$ cat src/rtl/led_seq_pkg.sv
// Shared types and parameter helpers for the LED shift sequencer.
package led_seq_pkg;

   typedef enum logic [1:0] {
      IDLE = 2'd0,
      HOLD = 2'd1,
      RUN  = 2'd2
   } state_e;

   // Clock cycles per rotate step.
   function automatic int unsigned calc_step_div(input int unsigned clk_hz,
                                                 input int unsigned step_hz);
      return clk_hz / step_hz;
   endfunction

   // Clock cycles a button level must stay changed before it is accepted.
   function automatic int unsigned calc_db_cnt(input int unsigned clk_hz,
                                               input int unsigned debounce_ms);
      return (clk_hz / 1000) * debounce_ms;
   endfunction

endpackage

$ cat src/rtl/btn_debounce.sv
// Raw push-button conditioner: 2-FF synchroniser, debounce counter and
// one-cycle pulse on an accepted rising level.
module btn_debounce
   import led_seq_pkg::*;
#(
   parameter int unsigned DB_CNT = 4
) (
   input  logic clk,
   input  logic reset,
   input  logic raw_in,
   output logic level,
   output logic press
);

   localparam int unsigned CW = (DB_CNT > 1) ? $clog2(DB_CNT) : 1;

   logic          sync1_q;
   logic          sync2_q;
   logic [CW-1:0] cnt_q;
   logic [CW-1:0] cnt_d;
   logic          level_q;
   logic          level_d;
   logic          level_dly_q;
   logic          press_q;

   // Count consecutive cycles of disagreement; any agreement restarts the count.
   always_comb begin
      cnt_d   = '0;
      level_d = level_q;
      if (sync2_q != level_q) begin
         if (cnt_q == CW'(DB_CNT - 1)) begin
            level_d = sync2_q;
         end else begin
            cnt_d = cnt_q + CW'(1);
         end
      end
   end

   always_ff @(posedge clk or posedge reset) begin
      if (reset) begin
         sync1_q     <= 1'b0;
         sync2_q     <= 1'b0;
         cnt_q       <= '0;
         level_q     <= 1'b0;
         level_dly_q <= 1'b0;
         press_q     <= 1'b0;
      end else begin
         sync1_q     <= raw_in;
         sync2_q     <= sync1_q;
         cnt_q       <= cnt_d;
         level_q     <= level_d;
         level_dly_q <= level_q;
         press_q     <= level_q & ~level_dly_q;
      end
   end

   assign level = level_q;
   assign press = press_q;

endmodule

$ cat src/rtl/led_shift_sequencer.sv
// LED bank controller: debounced run/load buttons drive an IDLE/HOLD/RUN
// sequencer that loads, freezes or rotates the LED register at a fixed rate.
module led_shift_sequencer
   import led_seq_pkg::*;
#(
   parameter int unsigned CLK_HZ      = 50_000_000,
   parameter int unsigned STEP_HZ     = 4,
   parameter int unsigned DEBOUNCE_MS = 20,
   parameter int unsigned WIDTH       = 8
) (
   input  logic             clk,
   input  logic             reset,
   input  logic             btn_run,
   input  logic             btn_load,
   input  logic             dir,
   input  logic [WIDTH-1:0] sw,
   output logic [WIDTH-1:0] led,
   output logic             running,
   output logic             step_pulse
);

   localparam int unsigned STEP_DIV = calc_step_div(CLK_HZ, STEP_HZ);
   localparam int unsigned DB_CNT   = calc_db_cnt(CLK_HZ, DEBOUNCE_MS);
   localparam int unsigned PW       = (STEP_DIV > 1) ? $clog2(STEP_DIV) : 1;

   logic             run_press;
   logic             load_press;
   logic             run_level_unused;
   logic             load_level_unused;

   logic             dir_s1_q;
   logic             dir_s2_q;
   logic [WIDTH-1:0] sw_s1_q;
   logic [WIDTH-1:0] sw_s2_q;

   state_e           state_q;
   state_e           state_d;
   logic [WIDTH-1:0] led_q;
   logic [WIDTH-1:0] led_d;
   logic             step_q;
   logic             step_d;
   logic             running_q;
   logic [PW-1:0]    pre_q;
   logic [PW-1:0]    pre_d;
   logic             tick;

   btn_debounce #(
      .DB_CNT (DB_CNT)
   ) u_db_run (
      .clk    (clk),
      .reset  (reset),
      .raw_in (btn_run),
      .level  (run_level_unused),
      .press  (run_press)
   );

   btn_debounce #(
      .DB_CNT (DB_CNT)
   ) u_db_load (
      .clk    (clk),
      .reset  (reset),
      .raw_in (btn_load),
      .level  (load_level_unused),
      .press  (load_press)
   );

   // Switches are level inputs: synchronise only.
   always_ff @(posedge clk or posedge reset) begin
      if (reset) begin
         dir_s1_q <= 1'b0;
         dir_s2_q <= 1'b0;
         sw_s1_q  <= '0;
         sw_s2_q  <= '0;
      end else begin
         dir_s1_q <= dir;
         dir_s2_q <= dir_s1_q;
         sw_s1_q  <= sw;
         sw_s2_q  <= sw_s1_q;
      end
   end

   assign tick = (state_q == RUN) && (pre_q == PW'(STEP_DIV - 1));

   // Next state, LED value and step strobe; load beats run beats tick.
   always_comb begin
      state_d = state_q;
      led_d   = led_q;
      step_d  = 1'b0;
      pre_d   = '0;
      case (state_q)
         IDLE, HOLD: begin
            if (load_press) begin
               led_d   = sw_s2_q;
               state_d = HOLD;
            end else if (run_press) begin
               state_d = RUN;
               if (led_q == '0) begin
                  led_d = WIDTH'(1);
               end
            end
         end
         RUN: begin
            if (load_press) begin
               led_d   = sw_s2_q;
               state_d = HOLD;
            end else if (run_press) begin
               state_d = HOLD;
            end else if (tick) begin
               step_d = 1'b1;
               if (dir_s2_q) begin
                  led_d = {led_q[0], led_q[WIDTH-1:1]};
               end else begin
                  led_d = {led_q[WIDTH-2:0], led_q[WIDTH-1]};
               end
            end
         end
         default: begin
            state_d = IDLE;
         end
      endcase
      // Prescaler only advances while staying in RUN; entry starts it at zero.
      if ((state_q == RUN) && (state_d == RUN) && !tick) begin
         pre_d = pre_q + PW'(1);
      end
   end

   always_ff @(posedge clk or posedge reset) begin
      if (reset) begin
         state_q <= IDLE;
      end else begin
         state_q <= state_d;
      end
   end

   always_ff @(posedge clk or posedge reset) begin
      if (reset) begin
         led_q     <= '0;
         step_q    <= 1'b0;
         running_q <= 1'b0;
         pre_q     <= '0;
      end else begin
         led_q     <= led_d;
         step_q    <= step_d;
         running_q <= (state_d == RUN);
         pre_q     <= pre_d;
      end
   end

   assign led        = led_q;
   assign running    = running_q;
   assign step_pulse = step_q;

endmodule

$ cat config.mk
export PLATFORM = sky130hd
export DESIGN_NAME = led_shift_sequencer
export DESIGN_NICKNAME = d
export VERILOG_FILES = /design/src/rtl/led_seq_pkg.sv /design/src/rtl/btn_debounce.sv /design/src/rtl/led_shift_sequencer.sv
export SDC_FILE = /design/constraint.sdc
export NUM_CORES = 1
export LEC_CHECK = 0
export BUFFER_PORTS_ARGS = -buffer_cell sky130_fd_sc_hd__buf_4
export CORE_MARGIN = 2
export CORE_UTILIZATION = 40
export CTS_CLUSTER_SIZE = 8
export DETAILED_ROUTE_END_ITERATION = 10
export HOLD_SLACK_MARGIN = 0.03
export PLACE_DENSITY = 0.56
export SLEW_MARGIN = 20
export SYNTH_ARGS = -nofsm -noshare
export SYNTH_HDL_FRONTEND = slang
export SYNTH_HIERARCHICAL = 1
export SYNTH_SLANG_ARGS = --single-unit
$ cat constraint.sdc
create_clock -name clk -period 4.95 [get_ports clk]
set_input_delay 0.2475 -clock clk [delete_from_list [all_inputs] [get_ports clk]]
set_output_delay 0.2475 -clock clk [all_outputs]
set_load 0.02 [all_outputs]
==> reports/summary.md <==
* finished, final reports clean — outcome
* 12.9% — layout cell share with drive strength beyond 1
* 2.52 ns — data arrival time of the critical path
* 111 µm — die width
* 104 — number of sinks on the clock net
* 40.6% — initial core utilization
* 0.07 ns — Clock transition at path regs
* 8510 µm — drt total wl
* pre_q[0] — reg-to-reg critical path startpoint
* 615 — Layout Cells excl Fill
* flip-flop — launching element type of the critical path
* 436 MHz — highest attainable clock frequency
* 2.66 ns — worst reg2reg setup slack
* 22 — number of buffer cells added on primary ports
* 5560 µm — estimated wirelength of the detail-placed design
* met4 — uppermost metal layer occupied by signal nets
* 0.956 ns — transition time at the pin with the least slew margin
* 0 — antenna violations before repair
* 2.22 nW — leakage power of the design
* 0 ns — final setup TNS
* 6 — warning count from the yosys run
* 16.1% — relative area change from synthesis to final layout
* false — RSZ-0062 raised after global routing
* 0 — count of instances resized after the clock tree is built
* in -> async — class of the worst hold path
* 433 — Post-Synthesis Cells
* yes — TritonCTS clock tree
* 6 — path depth of the worst reg2reg path
* 0 — max-slew violations
* reg -> reg — worst setup path class
* 0 — final global-route overflow total
* 8 — top fanout value on the critical path
* 104 — flops & latches, synth
* 0 — ANT cells
* 15.1% — Total GRT Usage
* led[4] — endpoint of the most critical register-to-register path
* 2 — clock buffer depth
* pre_q[0] — timing startpoint of the critical path
* 3 — count of H-tree levels built during CTS
* 0.204 mV — Worst VDD drop
* 15,500 µm — global-route wire length before repair
* 159 — count of routing violations after the opening detailed-route iteration
* 290 µm — met3 WL
* flip-flop — CP Capture Type
* 0.00850 ns — clk_skew
* 9 — number of clock buffers inserted by TritonCTS
* 449 — net count of the mapped netlist
* 11,400 µm² — Core Footprint
* 484 — net count reported at finish
* 35.7% — Relative slew margins
* 2.29 ns — minimum clock period after layout
* 46.3% — final critical-path share of the clock period
* sky130_fd_sc_hd__clkbuf_16 — Clk Tree Root Cell
* 4020 µm — amount of wire on met2 after detailed routing
* 10.7 µm² — Avg Cell Area, Syn
* 0 — # Max-Cap Violations
* 0.0368 ns — Hold WS
* 12,400 µm² — total die area
* 4110 µm — DRT met1 WL
* 0 — Final Hold Viols
* 0.797 — final RePlAce weighted congestion
* 0.34 ns — worst-skew pair later-pin latency
* 0 — Final setup viols
* 0 — number of DRC violations after detailed routing
* 5.11 — via density per instance
* led[4] — endpoint of the most critical setup path
* 56.3% — share of synthesized area occupied by flip-flops and latches
* 13.8 µm — Wirelength per Cell
* 4 — iteration count of the initial detailed-routing pass
* 4620 µm² — Cell Area, Synth
* 3,330 — vias in the first global route
* 38 — number of distinct library cell variants in the gate-level netlist after synthesis
* 318 nW/µm² — Power per Cell Area
* 5.18 ns — CP required
* 1,076 — number of fill cells
* 0 — remaining antenna violation count
* 111 µm — die height
* 23 — top-level port count
* 3,140 — Vias
* 55 — largest net degree at the start of global routing
* 39 — count of standard-cell rows
* 47.2% — final design utilization
* 589 — Inst Count DP
-- power by group --
part           leakage [nW]  total [mW]  internal (mW)  switching, mW
registers              1.40       0.870          0.863        0.00779
clock network         0.159       0.791          0.492          0.299
logic                 0.663      0.0456         0.0178         0.0279
total                  2.22        1.71           1.37          0.335
-- state kept, by name, indices dropped and copies added (netlist names), 2 cells and up --
signal and count:
state_q 2, pre_q 24, led 8, sw_s1_q 8, u_db_load/cnt_q 20, u_db_run/cnt_q 20
sw_s2_q 8
-- layout by cell type, fill, tap and decap left out, types with 4 or more instances in the layout --
cell | synthesis | final
sky130_fd_sc_hd__buf_4 | 0 | 22
sky130_fd_sc_hd__nand2_1 | 25 | 25
sky130_fd_sc_hd__nor4_1 | 13 | 13
sky130_fd_sc_hd__nand4_1 | 19 | 19
sky130_fd_sc_hd__nand3_1 | 22 | 22
sky130_fd_sc_hd__or4_1 | 4 | 4
sky130_fd_sc_hd__mux2_2 | 10 | 10
sky130_fd_sc_hd__nor3_1 | 11 | 11
sky130_fd_sc_hd__dfrtp_1 | 104 | 104
sky130_fd_sc_hd__dlygate4sd3_1 | 0 | 11
sky130_fd_sc_hd__inv_1 | 21 | 20
sky130_fd_sc_hd__and3_1 | 5 | 5
sky130_fd_sc_hd__a21oi_1 | 9 | 9
sky130_fd_sc_hd__nor2_1 | 74 | 74
sky130_fd_sc_hd__clkbuf_16 | 0 | 9
sky130_fd_sc_hd__o21ai_0 | 9 | 9
sky130_fd_sc_hd__mux2i_1 | 7 | 7
sky130_fd_sc_hd__xnor2_1 | 33 | 33
sky130_fd_sc_hd__xor2_1 | 21 | 21
-- worst min-delay path by stage --
stage	startpoint	end	slack (ns)
2_1_floorplan	reset	u_db_load/cnt_q[0]	0.27
3_3_place_gp	sw_s1_q[5]	sw_s2_q[5]	0.33
3_5_place_dp	sw_s1_q[7]	sw_s2_q[7]	0.33
4_1_cts	reset	pre_q[21]	0.05
5_1_grt	reset	state_q[1]	0.09
6_report	reset	pre_q[20]	0.04
-- layout make-up --
cell class              instances  area [µm²]  share of cell area (%)
clock buffers                  10         229                    4.27
clock inverters                 5         106                    1.98
inverters                      21        81.3                    1.52
multi-input cells             299        1890                    35.2
flip-flops and latches        104        2600                    48.5
well taps                     143         179                    3.34
repair buffers                 33         275                    5.13
-- Yosys cell counts --
cell                       count  area, µm²
sky130_fd_sc_hd__nand4_1      19        119
sky130_fd_sc_hd__nor2b_1       3       18.8
sky130_fd_sc_hd__xnor2_1      33        289
sky130_fd_sc_hd__nor3b_1       2       15.0
sky130_fd_sc_hd__dfrtp_1     104       2600
sky130_fd_sc_hd__nor3_1       11       55.1
sky130_fd_sc_hd__mux2i_1       7       70.1
sky130_fd_sc_hd__ha_1          3       37.5
sky130_fd_sc_hd__nor4_1       13       81.3
sky130_fd_sc_hd__or2b_1        1       7.51
sky130_fd_sc_hd__xor2_1       21        184
sky130_fd_sc_hd__buf_1         2       7.51
sky130_fd_sc_hd__and4_1        2       17.5
sky130_fd_sc_hd__nor4_2        1       12.5
sky130_fd_sc_hd__nor4b_1       1       8.76
sky130_fd_sc_hd__buf_6         2       22.5
sky130_fd_sc_hd__clkbuf_1      5       18.8
sky130_fd_sc_hd__mux2_2       10        113
sky130_fd_sc_hd__nand2_1      25       93.8
sky130_fd_sc_hd__or4b_1        3       30.0
sky130_fd_sc_hd__a31o_2        2       17.5
sky130_fd_sc_hd__or2_2         3       18.8
sky130_fd_sc_hd__or4_1         4       30.0
sky130_fd_sc_hd__or4_4         2       22.5
sky130_fd_sc_hd__a211oi_1      2       15.0
sky130_fd_sc_hd__inv_1        21       78.8
sky130_fd_sc_hd__o221a_2       2       22.5
sky130_fd_sc_hd__nand3_1      22        110
sky130_fd_sc_hd__a21oi_1       9       45.0
sky130_fd_sc_hd__and3_1        5       31.3
sky130_fd_sc_hd__a211oi_4      1       20.0
sky130_fd_sc_hd__a31oi_1       1       6.26
sky130_fd_sc_hd__or3b_2        1       8.76
sky130_fd_sc_hd__o21ai_4       2       32.5
sky130_fd_sc_hd__or3_1         2       12.5
sky130_fd_sc_hd__nand3b_1      3       22.5
sky130_fd_sc_hd__nor2_1       74        278
sky130_fd_sc_hd__o21ai_0       9       45.0
-- through the flow --
step | area (µm²) | setup slack (ns) | power, mW
final | 5360 | 2.66 | 1.71
after global routing | 5360 | 2.48 | 1.78
after CTS | 5360 | 2.66 | 1.73
after detailed placement | 4920 | 2.68 | 0.928
after global placement | 4920 | 2.73 | 0.926
after floorplan | 4620 | 2.90 | 0.912
-- critical path, cell delays in order (launching register included) --
cell and delay (ns):
sky130_fd_sc_hd__dfrtp_1 0.43, sky130_fd_sc_hd__ha_1 0.25, sky130_fd_sc_hd__and4_1 0.29, sky130_fd_sc_hd__and3_1 0.21, sky130_fd_sc_hd__a31oi_1 0.13, sky130_fd_sc_hd__a211oi_4 0.48, sky130_fd_sc_hd__mux2_2 0.39
-- metal layers --
layer	global-route usage [%]	vias to the layer above
met1	20.1	1539
met3	4.03	10
met5	0	-
met2	24.3	36
met4	4.61	0
li1	-	1555
-- kinds of logic (layout without fill, tap and decap cells) --
| logic type | after synthesis | after routing | share of synthesized area, % |
|---|---|---|---|
| buffers and inverters | 30 | 69 | 2.76 |
| multiplexers | 17 | 17 | 3.95 |
| AO/OA/AOI/OAI | 28 | 28 | 4.41 |
| flip-flops | 104 | 104 | 56.3 |
| adder cells (fa/ha/maj) | 3 | 3 | 0.812 |
| XOR/XNOR | 54 | 54 | 10.2 |
| AND/OR/NAND/NOR | 197 | 197 | 21.5 |
-- what timing repair did --
action,in CTS,in global routing
hold endpoints to repair,11,0
setup buffers,0,0
hold buffers,11,0
Power figures use the tool's default switching activity.
